`config.mk`:
```
export PLATFORM = sky130hd
export DESIGN_NAME = mux_rr_nto1_flat
export DESIGN_NICKNAME = d
export VERILOG_FILES = /design/src/rtl/mux_rr_nto1_if.sv /design/src/rtl/mux_rr_nto1.sv /design/src/flat_wrapper.sv
export SDC_FILE = /design/constraint.sdc
export NUM_CORES = 1
export LEC_CHECK = 0
export CELL_PAD_IN_SITES_DETAIL_PLACEMENT = 1
export CELL_PAD_IN_SITES_GLOBAL_PLACEMENT = 1
export CORE_UTILIZATION = 42
export CTS_BUF_LIST = sky130_fd_sc_hd__clkbuf_16
export CTS_CLUSTER_SIZE = 14
export DETAILED_ROUTE_END_ITERATION = 10
export DONT_BUFFER_PORTS = 1
export PLACE_DENSITY_LB_ADDON = 0.12
export SLEW_MARGIN = 20
export SYNTH_ARGS = -nofsm -noshare
export SYNTH_HDL_FRONTEND = slang
export SYNTH_SLANG_ARGS = --single-unit
```
`constraint.sdc`:
```
create_clock -name clk -period 3.95 [get_ports clk]
set_input_delay 0.79 -clock clk [delete_from_list [all_inputs] [get_ports clk]]
set_output_delay 0.79 -clock clk [all_outputs]
set_load 0.1 [all_outputs]
```
`src/rtl/mux_rr_nto1_if.sv`:
```
// Channel-merger bus: M request channels in, one registered channel out.
interface mux_rr_nto1_if #(
  parameter int unsigned N = 32,
  parameter int unsigned M = 4
);
  localparam int unsigned SW = $clog2(M);

  logic [M*N-1:0] in_data;
  logic [M-1:0]   in_valid;
  logic [M-1:0]   in_ready;
  logic           sel_mode;
  logic [SW-1:0]  sel;
  logic [N-1:0]   out_data;
  logic           out_valid;
  logic           out_ready;
  logic [SW-1:0]  out_sel;

  // Producer/consumer side: drives requests and downstream ready.
  modport master (
    output in_data, in_valid, sel_mode, sel, out_ready,
    input  in_ready, out_data, out_valid, out_sel
  );

  // Merger side.
  modport slave (
    input  in_data, in_valid, sel_mode, sel, out_ready,
    output in_ready, out_data, out_valid, out_sel
  );
endinterface

```
`src/rtl/mux_rr_nto1.sv`:
```
// Registered M:1 channel merger with valid/ready handshaking.
// Round-robin (sel_mode=0) or fixed-select (sel_mode=1) arbitration,
// one output register stage with pass-through ready.
module mux_rr_nto1 #(
  parameter int unsigned N  = 32,
  parameter int unsigned M  = 4,
  parameter int unsigned SW = $clog2(M)
) (
  input  logic          clk,
  input  logic          rst_n,
  mux_rr_nto1_if.slave  bus
);

  logic [SW-1:0] ptr_q, ptr_d;
  logic [N-1:0]  out_data_q, out_data_d;
  logic [SW-1:0] out_sel_q, out_sel_d;
  logic          out_valid_q, out_valid_d;

  logic          load_en;
  logic          grant;
  logic [SW-1:0] winner;
  logic [N-1:0]  win_data;
  logic [M-1:0]  ready_vec;

  assign load_en = !out_valid_q || bus.out_ready;

  // Arbitration: fixed select, or rotating priority starting at ptr_q.
  always_comb begin
    grant  = 1'b0;
    winner = '0;
    if (bus.sel_mode) begin
      // sel >= M never matches a channel, so it yields no grant.
      for (int unsigned c = 0; c < M; c++) begin
        if (32'(bus.sel) == c && bus.in_valid[c]) begin
          grant  = 1'b1;
          winner = SW'(c);
        end
      end
    end else begin
      // Rotation split into two ascending scans: [ptr, M) then [0, ptr).
      for (int unsigned c = 0; c < M; c++) begin
        if (!grant && c >= 32'(ptr_q) && bus.in_valid[c]) begin
          grant  = 1'b1;
          winner = SW'(c);
        end
      end
      for (int unsigned c = 0; c < M; c++) begin
        if (!grant && c < 32'(ptr_q) && bus.in_valid[c]) begin
          grant  = 1'b1;
          winner = SW'(c);
        end
      end
    end
  end

  // Winner data select and one-hot ready generation.
  always_comb begin
    win_data  = '0;
    ready_vec = '0;
    for (int unsigned c = 0; c < M; c++) begin
      if (32'(winner) == c) begin
        win_data     = bus.in_data[c*N +: N];
        ready_vec[c] = load_en && grant && rst_n;
      end
    end
  end

  // Next-state for the output register and round-robin pointer.
  always_comb begin
    ptr_d       = ptr_q;
    out_data_d  = out_data_q;
    out_sel_d   = out_sel_q;
    out_valid_d = out_valid_q;
    if (load_en) begin
      if (grant) begin
        out_data_d  = win_data;
        out_sel_d   = winner;
        out_valid_d = 1'b1;
        if (!bus.sel_mode) begin
          ptr_d = (32'(winner) == M - 1) ? '0 : SW'(32'(winner) + 1);
        end
      end else begin
        out_valid_d = 1'b0;
      end
    end
  end

  // State registers with synchronous active-low reset.
  always_ff @(posedge clk) begin
    if (!rst_n) begin
      ptr_q       <= '0;
      out_data_q  <= '0;
      out_sel_q   <= '0;
      out_valid_q <= 1'b0;
    end else begin
      ptr_q       <= ptr_d;
      out_data_q  <= out_data_d;
      out_sel_q   <= out_sel_d;
      out_valid_q <= out_valid_d;
    end
  end

  assign bus.in_ready  = ready_vec;
  assign bus.out_data  = out_data_q;
  assign bus.out_sel   = out_sel_q;
  assign bus.out_valid = out_valid_q;

endmodule

```
`src/flat_wrapper.sv`:
```
// flat-port wrapper written by rule: the top's interface ports become plain ports
module mux_rr_nto1_flat 
#(
  parameter int unsigned N  = 32,
  parameter int unsigned M  = 4,
  parameter int unsigned SW = $clog2(M)
)
  (clk, rst_n, bus_in_data, bus_in_valid, bus_sel_mode, bus_sel, bus_out_ready, bus_in_ready, bus_out_data, bus_out_valid, bus_out_sel);
  mux_rr_nto1_if #(.N(N), .M(M)) bus_i ();
  input  logic clk;
  input  logic rst_n;
  input wire logic [$bits(bus_i.in_data)-1:0] bus_in_data;
  input wire logic [$bits(bus_i.in_valid)-1:0] bus_in_valid;
  input wire logic [$bits(bus_i.sel_mode)-1:0] bus_sel_mode;
  input wire logic [$bits(bus_i.sel)-1:0] bus_sel;
  input wire logic [$bits(bus_i.out_ready)-1:0] bus_out_ready;
  output wire logic [$bits(bus_i.in_ready)-1:0] bus_in_ready;
  output wire logic [$bits(bus_i.out_data)-1:0] bus_out_data;
  output wire logic [$bits(bus_i.out_valid)-1:0] bus_out_valid;
  output wire logic [$bits(bus_i.out_sel)-1:0] bus_out_sel;
  assign bus_i.in_data = bus_in_data;
  assign bus_i.in_valid = bus_in_valid;
  assign bus_i.sel_mode = bus_sel_mode;
  assign bus_i.sel = bus_sel;
  assign bus_i.out_ready = bus_out_ready;
  assign bus_in_ready = bus_i.in_ready;
  assign bus_out_data = bus_i.out_data;
  assign bus_out_valid = bus_i.out_valid;
  assign bus_out_sel = bus_i.out_sel;
  mux_rr_nto1 #(.N(N), .M(M), .SW(SW)) u_core (.clk(clk), .rst_n(rst_n), .bus(bus_i));
endmodule
```
==> flow_metrics.tcl, run 1 <==
set metrics [dict create \
    status "completed" \
    combPwrFrac 0.215 \
    syn_inst 315 \
    dpl-instance-area_um2 2479 \
    tritoncts "done" \
    rows 27 \
    power.leakage_nw 0.9434 \
    critical-path-slowest-cell "or4_1" \
    grt_max_degree 69 \
    syn2layout_area_growth_pct 9.119 \
    synth-async-reset-ratio 0 \
    globalplace.congestion 0.7820 \
    fin_cells 373 \
    cap_violations 0 \
    worst-path-max-fanout 6 \
    holdBufCountCts 0 \
    swShare 0.4663 \
    ys_ff_latch 37 \
    drive_gt1_frac 0.09967 \
    crit_family "simple AND/OR/NAND/NOR gates" \
    dp.cells 365 \
    synth.largest_area_cell "dfxtp_1" \
    first_pass_iters 4 \
    final_util 0.4783 \
    cts.clk_slew.worst_paths_ns 0.06 \
    p_total_mw 1.624 \
    pwr-share-clk 0.286 \
    overflow 0 \
    hold_class "reg -> reg" \
    finalInstanceArea_um2 2650 \
    synth_area_leaders "dfxtp_1 (30%), a21oi_1 (15%), a221oi_1 (11%)" \
    wl_um 7328 \
    place_ws_ns 0.6939 \
    port_buffers 0 \
    finalClockSkew_ns 0.001995 \
    path_class "in -> out" \
    fin_crit_sh 0.8322 \
    boundaryPins 177 \
    die_area_um2 6090 \
    cp_num_buf_inv 2 \
    final_antenna_net_count 0 \
    start_util 0.4383 \
    holdPathStages 2 \
    vias_per_cell 6.343 \
    cts-htree-levels 2 \
    post_cts_resized 0 \
    p_int_mw 0.8666 \
    synth.most_common_cell "a21oi_1" \
    critical_path_arrival_ns 2.50 \
    antenna_cells 0 \
    core_um2 5540 \
    totalNegativeSetupSlack_ns 0 \
    p_per_area_nw_per_um2 612.7 \
    r2r_cells 12 \
    clock_tree.root_cell "clkbuf_16" \
    chipHeight_um 78.04 \
    cts_buffers 5 \
    synth_common_cells "a21oi_1 (71), dfxtp_1 (37), nor2b_1 (36)" \
    synth_area_per_cell_um2 7.710 \
    net-switching-power_mw 0.7572 \
    synth_top_flop_cell "dfxtp_1" \
    synth.distinct_cells 34 \
    fp.dieW_um 78.04 \
    rsz0062_at_grt "no" \
    end_kind "primary output" \
    grt_usage 0.2333 \
    synth_fa_ha_area_frac 0.02061 \
    dp_hpwl_um 5168 \
    drc 0 \
    layout.nets 442 \
    synth_top_family_by_area "compound AO/OA/AOI/OAI gates" \
    worst_ep_required_time_ns 3.16 \
    worstMarginPinSlew_ns 1.026 \
    antenna_found_initial 0 \
    r2r-start "u_core.ptr_q[0]" \
    crit_chain "inv_1 > o21ai_0 > a21boi_0 > or4_1 > nand2_1 > ha_1 > and3_1 > buf_12" \
    seq_area_frac_synth 0.3050 \
    synth-simple-area-share 0.2107 \
    holdWs_ns 0.5937 \
    post_cts_buffers 0 \
    synth_area_um2 2429 \
    seqPwrFrac 0.499 \
    wire_per_inst_um 19.65 \
    nFillCells 691 \
    slew_viol_final 0 \
    drtIter0Drc 61 \
    min-delay-start "u_core.ptr_q[1]" \
    fmax_mhz 304.2 \
    period_needed_ns 3.287 \
    fin_ws_ns 0.6626 \
    critPathLaunchType "input pin" \
    setup_viol 0 \
    synth-compound-area-share 0.3529 \
    critPathMaxStageDelay_ns 0.54 \
    grt_pass1_wl_um 11120 \
    syn-num-nets 457 \
    cts.sinks 37 \
    r2r_setup_slack_ns 1.13 \
    yosysTopAreaCellShare 0.3050 \
    regToRegEndpoint "u_core.bus.out_data[0]" \
    hold_viol_final 0 \
    synth_xor_area_frac 0 \
    grt_pass1_vias 2243 \
    clock_latency_ns 0.28 \
    yosysWarnings 0 \
    via_count 2366 \
    synth_edf_count 0 \
    slew_headroom 0.3153 \
    vdd_drop_max_mv 0.2625 \
    hold_path_end "u_core.ptr_q[1]" \
    clockBufferDepth 2 \
    muxShareOfSynthArea 0.03143 \
]
[power groups by stage]
stage | registers [mW] | logic (mW) | clock network, mW
2_1_floorplan | 0.809 | 0.298 | 0
3_3_place_gp | 0.817 | 0.339 | 0
3_5_place_dp | 0.817 | 0.350 | 0
4_1_cts | 0.811 | 0.352 | 0.478
5_1_grt | 0.816 | 0.392 | 0.490
6_report | 0.810 | 0.349 | 0.464
[routing by layer]
| metal | GRT usage | wire length (µm) |
|---|---|---|
| met5 | 0 | 0 |
| met4 | 0.08148 | 85 |
| met3 | 0.08837 | 717 |
| met2 | 0.4044 | 3627 |
| met1 | 0.2598 | 2897 |
[placed cells by master (no fill, tap or decap), types with 2 or more instances in the layout]
cell type | synthesis | layout
inv_1 | 3 | 3
mux2i_1 | 2 | 2
a21o_1 | 2 | 2
ha_1 | 4 | 2
ha_2 | 0 | 2
dfxtp_1 | 37 | 37
buf_12 | 0 | 4
nor2b_1 | 36 | 35
o21ai_0 | 5 | 5
and3_1 | 4 | 3
a221oi_1 | 31 | 31
buf_4 | 0 | 7
nor3_1 | 31 | 31
o21ai_1 | 31 | 31
a21oi_1 | 71 | 71
clkbuf_16 | 0 | 5
nand2_1 | 7 | 7
[tightest hold or removal path, delay by kind of cell (launching register included)]
family | cells | cell delay, ns
flip-flops | 1 | 0.35
multiplexers | 1 | 0.14
AND/OR/NAND/NOR | 1 | 0.06
[state kept, by name, summed over array words and instances, names as in the netlist]
signal                count
u_core.bus.out_sel        2
u_core.ptr_q              2
u_core.bus.out_valid      1
u_core.bus.out_data      32
[worst max path at each step]
stage,start,end,slack (ns),depth (start not counted)
finish,bus_in_valid[2],bus_in_ready[0],0.66,8
global route,bus_in_valid[2],bus_in_ready[0],0.51,8
CTS,bus_in_valid[2],bus_in_ready[0],0.68,8
detailed placement,bus_in_valid[2],bus_in_ready[0],0.69,8
global placement,bus_in_valid[3],bus_in_ready[0],0.74,8
floorplan,bus_in_valid[2],bus_in_ready[3],0.08,8
[logic make-up (layout without fill, tap and decap cells)]
family | count (synthesis) | in the layout
DFF | 37 | 37
buffers and inverters | 36 | 22
adders and majority gates | 4 | 4
muxes | 5 | 5
and+or+nand+nor | 89 | 89
AOI/OAI and AO/OA | 144 | 144
[area by class of cell]
cell class	count	area, µm²	share of cell area
clock buffers	5	125.1	0.04721
well taps	72	90.09	0.03399
multi-input cells	242	1504	0.5675
clock inverters	3	46.29	0.01747
repair buffers	11	132.6	0.05005
inverters	3	11.26	0.004249
flip-flops and latches	37	740.7	0.2795
Power figures use the tool's default switching activity.
==> inputs of run 2 (changes only) <==
Settings changed: CORE_UTILIZATION 42 to 38.
Clock period 3.95 ns to 2.8 ns, I/O delays scaled along.
==> flow_metrics.tcl, run 2 (synthesized netlist as in run 1, its figures left out) <==
set metrics [dict create \
    status "completed" \
    antenna_found_initial 0 \
    tritoncts "done" \
    clockBufferDepth 2 \
    cts-htree-levels 2 \
    start_util 0.4030 \
    syn2layout_area_growth_pct 11.64 \
    seqPwrFrac 0.515 \
    p_per_area_nw_per_um2 806.9 \
    holdBufCountCts 0 \
    wl_um 7333 \
    dp_hpwl_um 5368 \
    pwr-share-clk 0.239 \
    worst-path-max-fanout 7 \
    swShare 0.4766 \
    globalplace.congestion 0.7368 \
    finalClockSkew_ns 0.002602 \
    final_antenna_net_count 0 \
    cts.sinks 37 \
    largest_reg_flops 32 \
    post_cts_resized 0 \
    boundaryPins 177 \
    end_kind "primary output" \
    first_pass_iters 4 \
    via_count 2378 \
    slew_headroom 0.3310 \
    layout.nets 448 \
    die_area_um2 6715 \
    cts.clk_slew.worst_paths_ns 0.05 \
    period_needed_ns 2.723 \
    p_int_mw 1.145 \
    hold_viol_final 0 \
    rows 28 \
    setup_viol 0 \
    critical_path_arrival_ns 2.16 \
    vdd_drop_max_mv 0.3780 \
    place_ws_ns 0.06876 \
    drive_gt1_frac 0.1307 \
    hold_class "in -> reg" \
    grt_usage 0.2110 \
    power.leakage_nw 0.9624 \
    holdPathStages 2 \
    core_um2 6026 \
    worstMarginPinSlew_ns 1.002 \
    worst_ep_required_time_ns 2.24 \
    combPwrFrac 0.247 \
    cts_buffers 5 \
    grt_max_degree 69 \
    rsz0062_at_grt "yes" \
    nFillCells 741 \
    cap_violations 0 \
    wire_per_inst_um 19.25 \
    r2r_cells 11 \
    grt_pass1_wl_um 10850 \
    fmax_mhz 367.2 \
    drc 0 \
    clock_latency_ns 0.28 \
    final_cell_mix "a21oi_1 (71), dfxtp_1 (37), nor2b_1 (35)" \
    overflow 0 \
    final_common_cell "a21oi_1" \
    p_total_mw 2.188 \
    post_cts_buffers 0 \
    dpl-instance-area_um2 2567 \
    fp.dieW_um 81.95 \
    final_util 0.4500 \
    critPathLaunchType "input pin" \
    fin_crit_sh 0.9726 \
    fin_ws_ns 0.07679 \
    finalInstanceArea_um2 2711 \
    drtIter0Drc 65 \
    port_buffers 0 \
    net-switching-power_mw 1.043 \
    clock_tree.root_cell "clkbuf_16" \
    vias_per_cell 6.241 \
    path_class "in -> out" \
    chipHeight_um 81.95 \
    slew_viol_final 0 \
    grt_pass1_vias 2242 \
    antenna_cells 0 \
]
## run 2: per-stage QoR
| step | std cells | hold WS [ns] | TNS (ns) |
|---|---|---|---|
| floorplan | 315 | 0.5300 | -0.1547 |
| CTS | 381 | 0.4209 | 0 |
| global placement | 374 | 0.5710 | 0 |
| global route | 381 | 0.4191 | -0.02466 |
| finish | 381 | 0.4248 | 0 |
| detailed placement | 374 | 0.5832 | 0 |
## run 2: final timing paths
kind,end,slack [ns],start
setup / recovery,bus_in_ready[2],0.08,bus_in_valid[3]
hold / removal,u_core.bus.out_data[23],0.42,rst_n
setup reg to reg,u_core.bus.out_data[3],0.36,u_core.ptr_q[0]
hold reg to reg,u_core.ptr_q[1],0.60,u_core.ptr_q[1]
## run 2: critical path, cell delays in order
cell and delay [ns]:
nor2b_1 0.10, o21ai_0 0.14, a21oi_1 0.10, or4_1 0.56
nand2_2 0.10, ha_2 0.22, and3_4 0.20, buf_12 0.17
## run 2: area by class of cell
type / count / area, µm² / area share
tap: 75 / 93.84 / 0.03461
inverter: 3 / 11.26 / 0.004153
sequential: 37 / 740.7 / 0.2732
clock inverter: 2 / 7.507 / 0.002769
clock buffer: 5 / 125.1 / 0.04615
timing repair buffer: 17 / 202.7 / 0.07476
multi-input combinational: 242 / 1530 / 0.5644
## run 2: power groups by stage
stage	clock, mW	combinational (mW)	sequential, mW
final	0.522	0.540	1.13
after global routing	0.559	0.615	1.13
after CTS	0.540	0.544	1.13
after detailed placement	0	0.542	1.14
after global placement	0	0.527	1.14
after floorplan	0	0.428	1.14
## run 2: metal layers
metal  part of all wire  up-vias  track usage
li1                   -     1162            -
met5                  0        -            0
met1               0.39     1107       0.2343
met2               0.51      101       0.3843
met3              0.090        8      0.06111
met4              0.011        0      0.06316
